### src/rtl/fetch_unit.sv
// Instruction fetch front end: owns the PC, reads a 1-cycle synchronous imem, buffers {instr, pc} for decode.
// Latency: request at cycle N, data back at N+1, out_valid at N+2; a redirect costs 3 cycles to the first target instruction.
// Backpressure: out_ready low fills the buffer, then im_req stops; a redirect flushes the buffer and any in-flight read.
module fetch_unit #(
    parameter logic [31:0] PC_RESET   = 32'h0000_0000,
    parameter int          FIFO_DEPTH = 2
) (
    input  logic        clk,
    input  logic        rst_n,
    input  logic        redirect_valid,
    input  logic [31:0] redirect_pc,
    output logic        im_req,
    output logic [31:0] im_addr,
    input  logic [31:0] im_rdata,
    output logic        out_valid,
    input  logic        out_ready,
    output logic [31:0] out_instru,
    output logic [31:0] out_pc
);
    localparam int PW = (FIFO_DEPTH > 1) ? $clog2(FIFO_DEPTH) : 1;
    localparam int CW = $clog2(FIFO_DEPTH + 1);

    logic [31:0]   fetch_pc;
    logic          inflight;
    logic [31:0]   inflight_pc;
    logic [CW-1:0] count;
    logic [PW-1:0] rd_ptr;
    logic [PW-1:0] wr_ptr;
    logic [31:0]   instr_buf [FIFO_DEPTH];
    logic [31:0]   pc_buf    [FIFO_DEPTH];
    logic [31:0]   head_instru;
    logic [31:0]   head_pc;

    logic          head_vld;
    logic          pop;
    logic          push;
    logic          issue;
    logic [CW:0]   occupancy;
    logic [CW-1:0] count_after_pop;
    logic [PW-1:0] rd_next;

    // Handshake and issue decisions; redirect and reset suppress everything.
    always_comb begin
        head_vld        = (count != '0);
        pop             = rst_n & head_vld & out_ready & ~redirect_valid;
        push            = rst_n & inflight & ~redirect_valid;
        // Slots already claimed (buffered plus in flight) once this cycle's pop leaves.
        occupancy       = {1'b0, count} + (CW+1)'(inflight) - (CW+1)'(pop);
        issue           = rst_n & ~redirect_valid & (occupancy < (CW+1)'(FIFO_DEPTH));
        count_after_pop = count - CW'(pop);
        rd_next         = rd_ptr + PW'(pop);
    end

    assign im_req     = issue;
    assign im_addr    = fetch_pc;
    assign out_valid  = rst_n & head_vld;
    assign out_instru = rst_n ? head_instru : 32'h0;
    assign out_pc     = rst_n ? head_pc : 32'h0;

    // Buffer storage: written only on a return push, contents are qualified by count.
    always_ff @(posedge clk) begin
        if (push) begin
            instr_buf[wr_ptr] <= im_rdata;
            pc_buf[wr_ptr]    <= inflight_pc;
        end
    end

    // PC, in-flight tracking, buffer pointers and the registered head copy.
    always_ff @(posedge clk) begin
        if (!rst_n) begin
            fetch_pc    <= PC_RESET;
            inflight    <= 1'b0;
            inflight_pc <= 32'h0;
            count       <= '0;
            rd_ptr      <= '0;
            wr_ptr      <= '0;
            head_instru <= 32'h0;
            head_pc     <= 32'h0;
        end else if (redirect_valid) begin
            // Drop buffered and in-flight work; head registers keep their last values.
            fetch_pc <= redirect_pc & 32'hFFFF_FFFC;
            inflight <= 1'b0;
            count    <= '0;
            rd_ptr   <= '0;
            wr_ptr   <= '0;
        end else begin
            if (issue) begin
                fetch_pc    <= fetch_pc + 32'd4;
                inflight    <= 1'b1;
                inflight_pc <= fetch_pc;
            end else begin
                inflight <= 1'b0;
            end
            if (push) begin
                wr_ptr <= wr_ptr + PW'(1);
            end
            rd_ptr <= rd_next;
            count  <= count + CW'(push) - CW'(pop);
            // Next head comes from storage if entries remain after the pop, else from the
            // arriving word; with nothing left the head registers hold their last values.
            if (count_after_pop != '0) begin
                head_instru <= instr_buf[rd_next];
                head_pc     <= pc_buf[rd_next];
            end else if (push) begin
                head_instru <= im_rdata;
                head_pc     <= inflight_pc;
            end
        end
    end
endmodule

### config.mk
export PLATFORM = sky130hd
export DESIGN_NAME = fetch_unit
export DESIGN_NICKNAME = d
export VERILOG_FILES = /design/src/rtl/fetch_unit.sv
export SDC_FILE = /design/constraint.sdc
export NUM_CORES = 1
export LEC_CHECK = 0
export CAP_MARGIN = 30
export CORE_MARGIN = 2
export CORE_UTILIZATION = 45
export DETAILED_ROUTE_END_ITERATION = 8
export PLACE_DENSITY = 0.72
export SLEW_MARGIN = 0
export SYNTH_ARGS = -nofsm -noshare
export SYNTH_HDL_FRONTEND = slang
export SYNTH_SLANG_ARGS = --single-unit
### constraint.sdc
create_clock -name clk -period 4.8 [get_ports clk]
set_clock_uncertainty 0.1 [all_clocks]
set_input_delay 0.96 -clock clk [delete_from_list [all_inputs] [get_ports clk]]
set_output_delay 0.96 -clock clk [all_outputs]
set_load 0.02 [all_outputs]
==> results by group <==
Timing
  • RSZ-0062 raised after global routing: no
  • Worst-margin pin slew: 0.8137 ns
  • Max Clk Rate: 0.2329 GHz
  • # setup viols final: 0
  • Final hold slack: 0.3822 ns
  • Final Hold Fails: 0
  • Slew Viols, Final: 0
  • Slew margin rel.: 0.4576
  • Final period util: 0.8944
  • Fin crit period: 4.293 ns
  • Setup TNS: 0 ns

Yosys
  • Yosys top cell area share: 0.3614
  • Cell count after synthesis: 956
  • Synth area leaders: edfxtp_1, dfxtp_1, mux2i_1
  • Mapped Avg Cell Area: 10.78 um^2
  • YS warnings: 0
  • Register area share after synthesis: 0.6081
  • Synth Flop Type: dfxtp_1
  • Asr flop ratio synth: 0
  • Number of synthesized flops with an enable pin: 124
  • Distinct cell type count of the synthesized netlist: 55
  • Syn Std Cell Area: 0.01030 mm^2
  • Yosys reg bits: 251
  • Synth area leader: edfxtp_1

Final layout
  • Post-layout util: 0.5789
  • Most common cell after layout, fill and taps aside: clkdlybuf4s50_1
  • Post-route cell area: 0.01307 mm^2
  • Diode count: 0
  • Fill cells: 1884
  • Commonest non-fill, non-tap cells in the layout: clkdlybuf4s50_1, dfxtp_1, edfxtp_1
  • Area Overhead vs Synth: 26.81%
  • # nets final: 1166
  • Share of cells above drive strength 1: 0.06739

Global route
  • Global-route wire length before repair: 39.86 mm
  • GR Util All Layers: 0.2043
  • Largest net degree at the start of global routing: 71
  • Vias in the first global route: 7504
  • Initial antenna violation count: 0
  • Global route total overflow: 0

Worst setup path
  • Reg2Reg Setup Slack: 1.29 ns
  • Crit Path Class: in2out
  • Crit start category: input pin
  • Reg2reg end: im_addr[16]
  • Reg2reg path depth: 13
  • Arrival time at the worst endpoint: 3.23 ns
  • CP Max Fanout: 2
  • WP data required: 3.74 ns
  • Crit. End Element: output port
  • Critical R2R Launch: count[1]

Routing
  • DR vias: 7757
  • Routed wire length: 25.41 mm
  • Post-route DRC: 0
  • DRT iter0 DRCs: 468
  • Routed length per instance: 18.18 um
  • Routed Antenna Nets: 0
  • Vias per cell: 5.549
  • First-pass DRT Iterations: 4

Hold path
  • Hold path endpoint: inflight_pc[6]
  • Hold Path Cell Cnt: 2
  • HP Start: inflight_pc[6]
  • Path type of the worst min-delay path: reg2reg

CTS
  • Root Buffer: clkbuf_16
  • CTS Buf Count: 26
  • TritonCTS clock tree: done
  • CTS Buffer Depth: 3
  • Worst skew pair latency: 0.53 ns
  • Clk slew on worst S/H paths: 0.06 ns
  • H-Tree Level Count: 1
  • Clock sink total: 251

Pwr
  • Internal power: 0.003787 W
  • Comb power frac: 0.089
  • Pleak: 4.981 nW
  • Flop pwr share: 0.487
  • Net Sw Power: 0.001091 W
  • Clk pwr share: 0.424
  • Power Density: 373.3 mW/mm^2
  • Sw Ratio: 0.2237
  • Worst vdd ir: 0.2572 mV

Die
  • Initial core utilization: 0.4565
  • I/O Pins: 166
  • DIE AREA: 0.02412 mm^2
  • Die Y: 155.3 um
  • Cell row count: 55
  • Core box area: 0.02257 mm^2
  • Die width: 155.3 um

Job
  • Max-cap violations: 0

Place
  • DP HPWL: 14.97 mm
  • Cell Area, Placed: 0.01217 mm^2
  • GPL Wtd Cong: 0.8608
  • IO Port Bufs: 159

Status
  • Outcome: finished clean
synthesized netlist by cell type (13+ instances only):
cell type,instances
nand3_1,19
nor2_1,85
a31oi_1,13
nand2_1,91
mux2i_1,63
and2_1,70
o22ai_1,67
nand4_1,13
edfxtp_1,124
a21oi_1,112
dfxtp_1,127
clkbuf_1,47
critical path: stages:
cell and delay [ns]:
clkdlybuf4s50_1 0.44, nand2b_1 0.20, nor3b_2 0.21, ha_1 0.26, inv_1 0.07, nand2_1 0.07, fa_1 0.38, xnor2_1 0.23
nand3_2 0.12, inv_2 0.07, dlymetal6s2s_1 0.22
what timing repair did:
item	in CTS	in global routing
setup buffers	0	0
gates resized for setup	0	1
hold endpoints to repair	0	0
setup endpoints to repair	0	1
hold buffers	0	0
power by group through the flow:
stage	clock network, W	registers, W	logic (W)
floorplan	0	0.00242	0.000218
global placement	0	0.00242	0.000426
detailed placement	0	0.00242	0.000431
CTS	0.00211	0.00237	0.000434
global route	0.00219	0.00238	0.000467
finish	0.00207	0.00238	0.000432
routing by layer:
layer / up-vias / wire length [um] / track usage / share of wire
met3: 39 / 1945 / 0.03760 / 0.077
met1: 3688 / 11750 / 0.2905 / 0.46
met2: 297 / 11310 / 0.3276 / 0.45
met5: - / 0 / 0 / 0
li1: 3733 / - / - / -
met4: 0 / 408 / 0.04718 / 0.016
area by class of cell:
class,instances,area [um^2],share of cell area
Tap cell,285,356.6,0.02729
Timing Repair Buffer,177,1762,0.1348
Clock inverter,9,120.1,0.009193
Inverter,12,45.04,0.003447
Clock buffer,39,772.0,0.05908
Multi-Input combinational cell,625,3745,0.2866
Sequential cell,251,6266,0.4796
cell families (layout without fill, tap and decap cells):
| logic type | after synthesis | after routing | synth area share |
|---|---|---|---|
| compound gates | 227 | 227 | 0.1273 |
| xor+xnor | 10 | 10 | 0.009230 |
| fa+ha+maj | 5 | 5 | 0.006801 |
| buf+inv | 83 | 237 | 0.03473 |
| flops | 251 | 251 | 0.6081 |
| mux | 65 | 65 | 0.06339 |
| other cells | 1 | 4 | 0.0003639 |
| simple gates | 314 | 314 | 0.1501 |
flip-flops by register name, indices dropped and copies added, names as in the netlist:
name and count:
count 2, rd_ptr 1, head_pc 30, instr_buf 64, head_instru 32, wr_ptr 1
inflight_pc 30, im_addr 30, pc_buf 60, inflight 1
worst max path at each step:
| stage | startpoint | slack [ns] | cells after the start | to |
|---|---|---|---|---|
| 6_report | redirect_valid | 0.51 | 11 | im_req |
| 2_1_floorplan | redirect_valid | 0.16 | 4 | instr_buf[0][0] |
| 4_1_cts | redirect_valid | 0.11 | 11 | im_req |
| 3_5_place_dp | redirect_valid | 0.14 | 11 | im_req |
| 3_3_place_gp | redirect_valid | 0.21 | 11 | im_req |
| 5_1_grt | redirect_valid | 0.31 | 11 | im_req |
through the flow:
stage / worst slack [ns] / power, W / instances
finish: 0.5070 / 0.004878 / 1398
global route: 0.3095 / 0.005043 / 1398
CTS: 0.1088 / 0.004920 / 1398
detailed placement: 0.1372 / 0.002851 / 1350
global placement: 0.2073 / 0.002843 / 1350
floorplan: 0.1646 / 0.002638 / 959
Note: power is estimated with default switching activity, not from simulation.
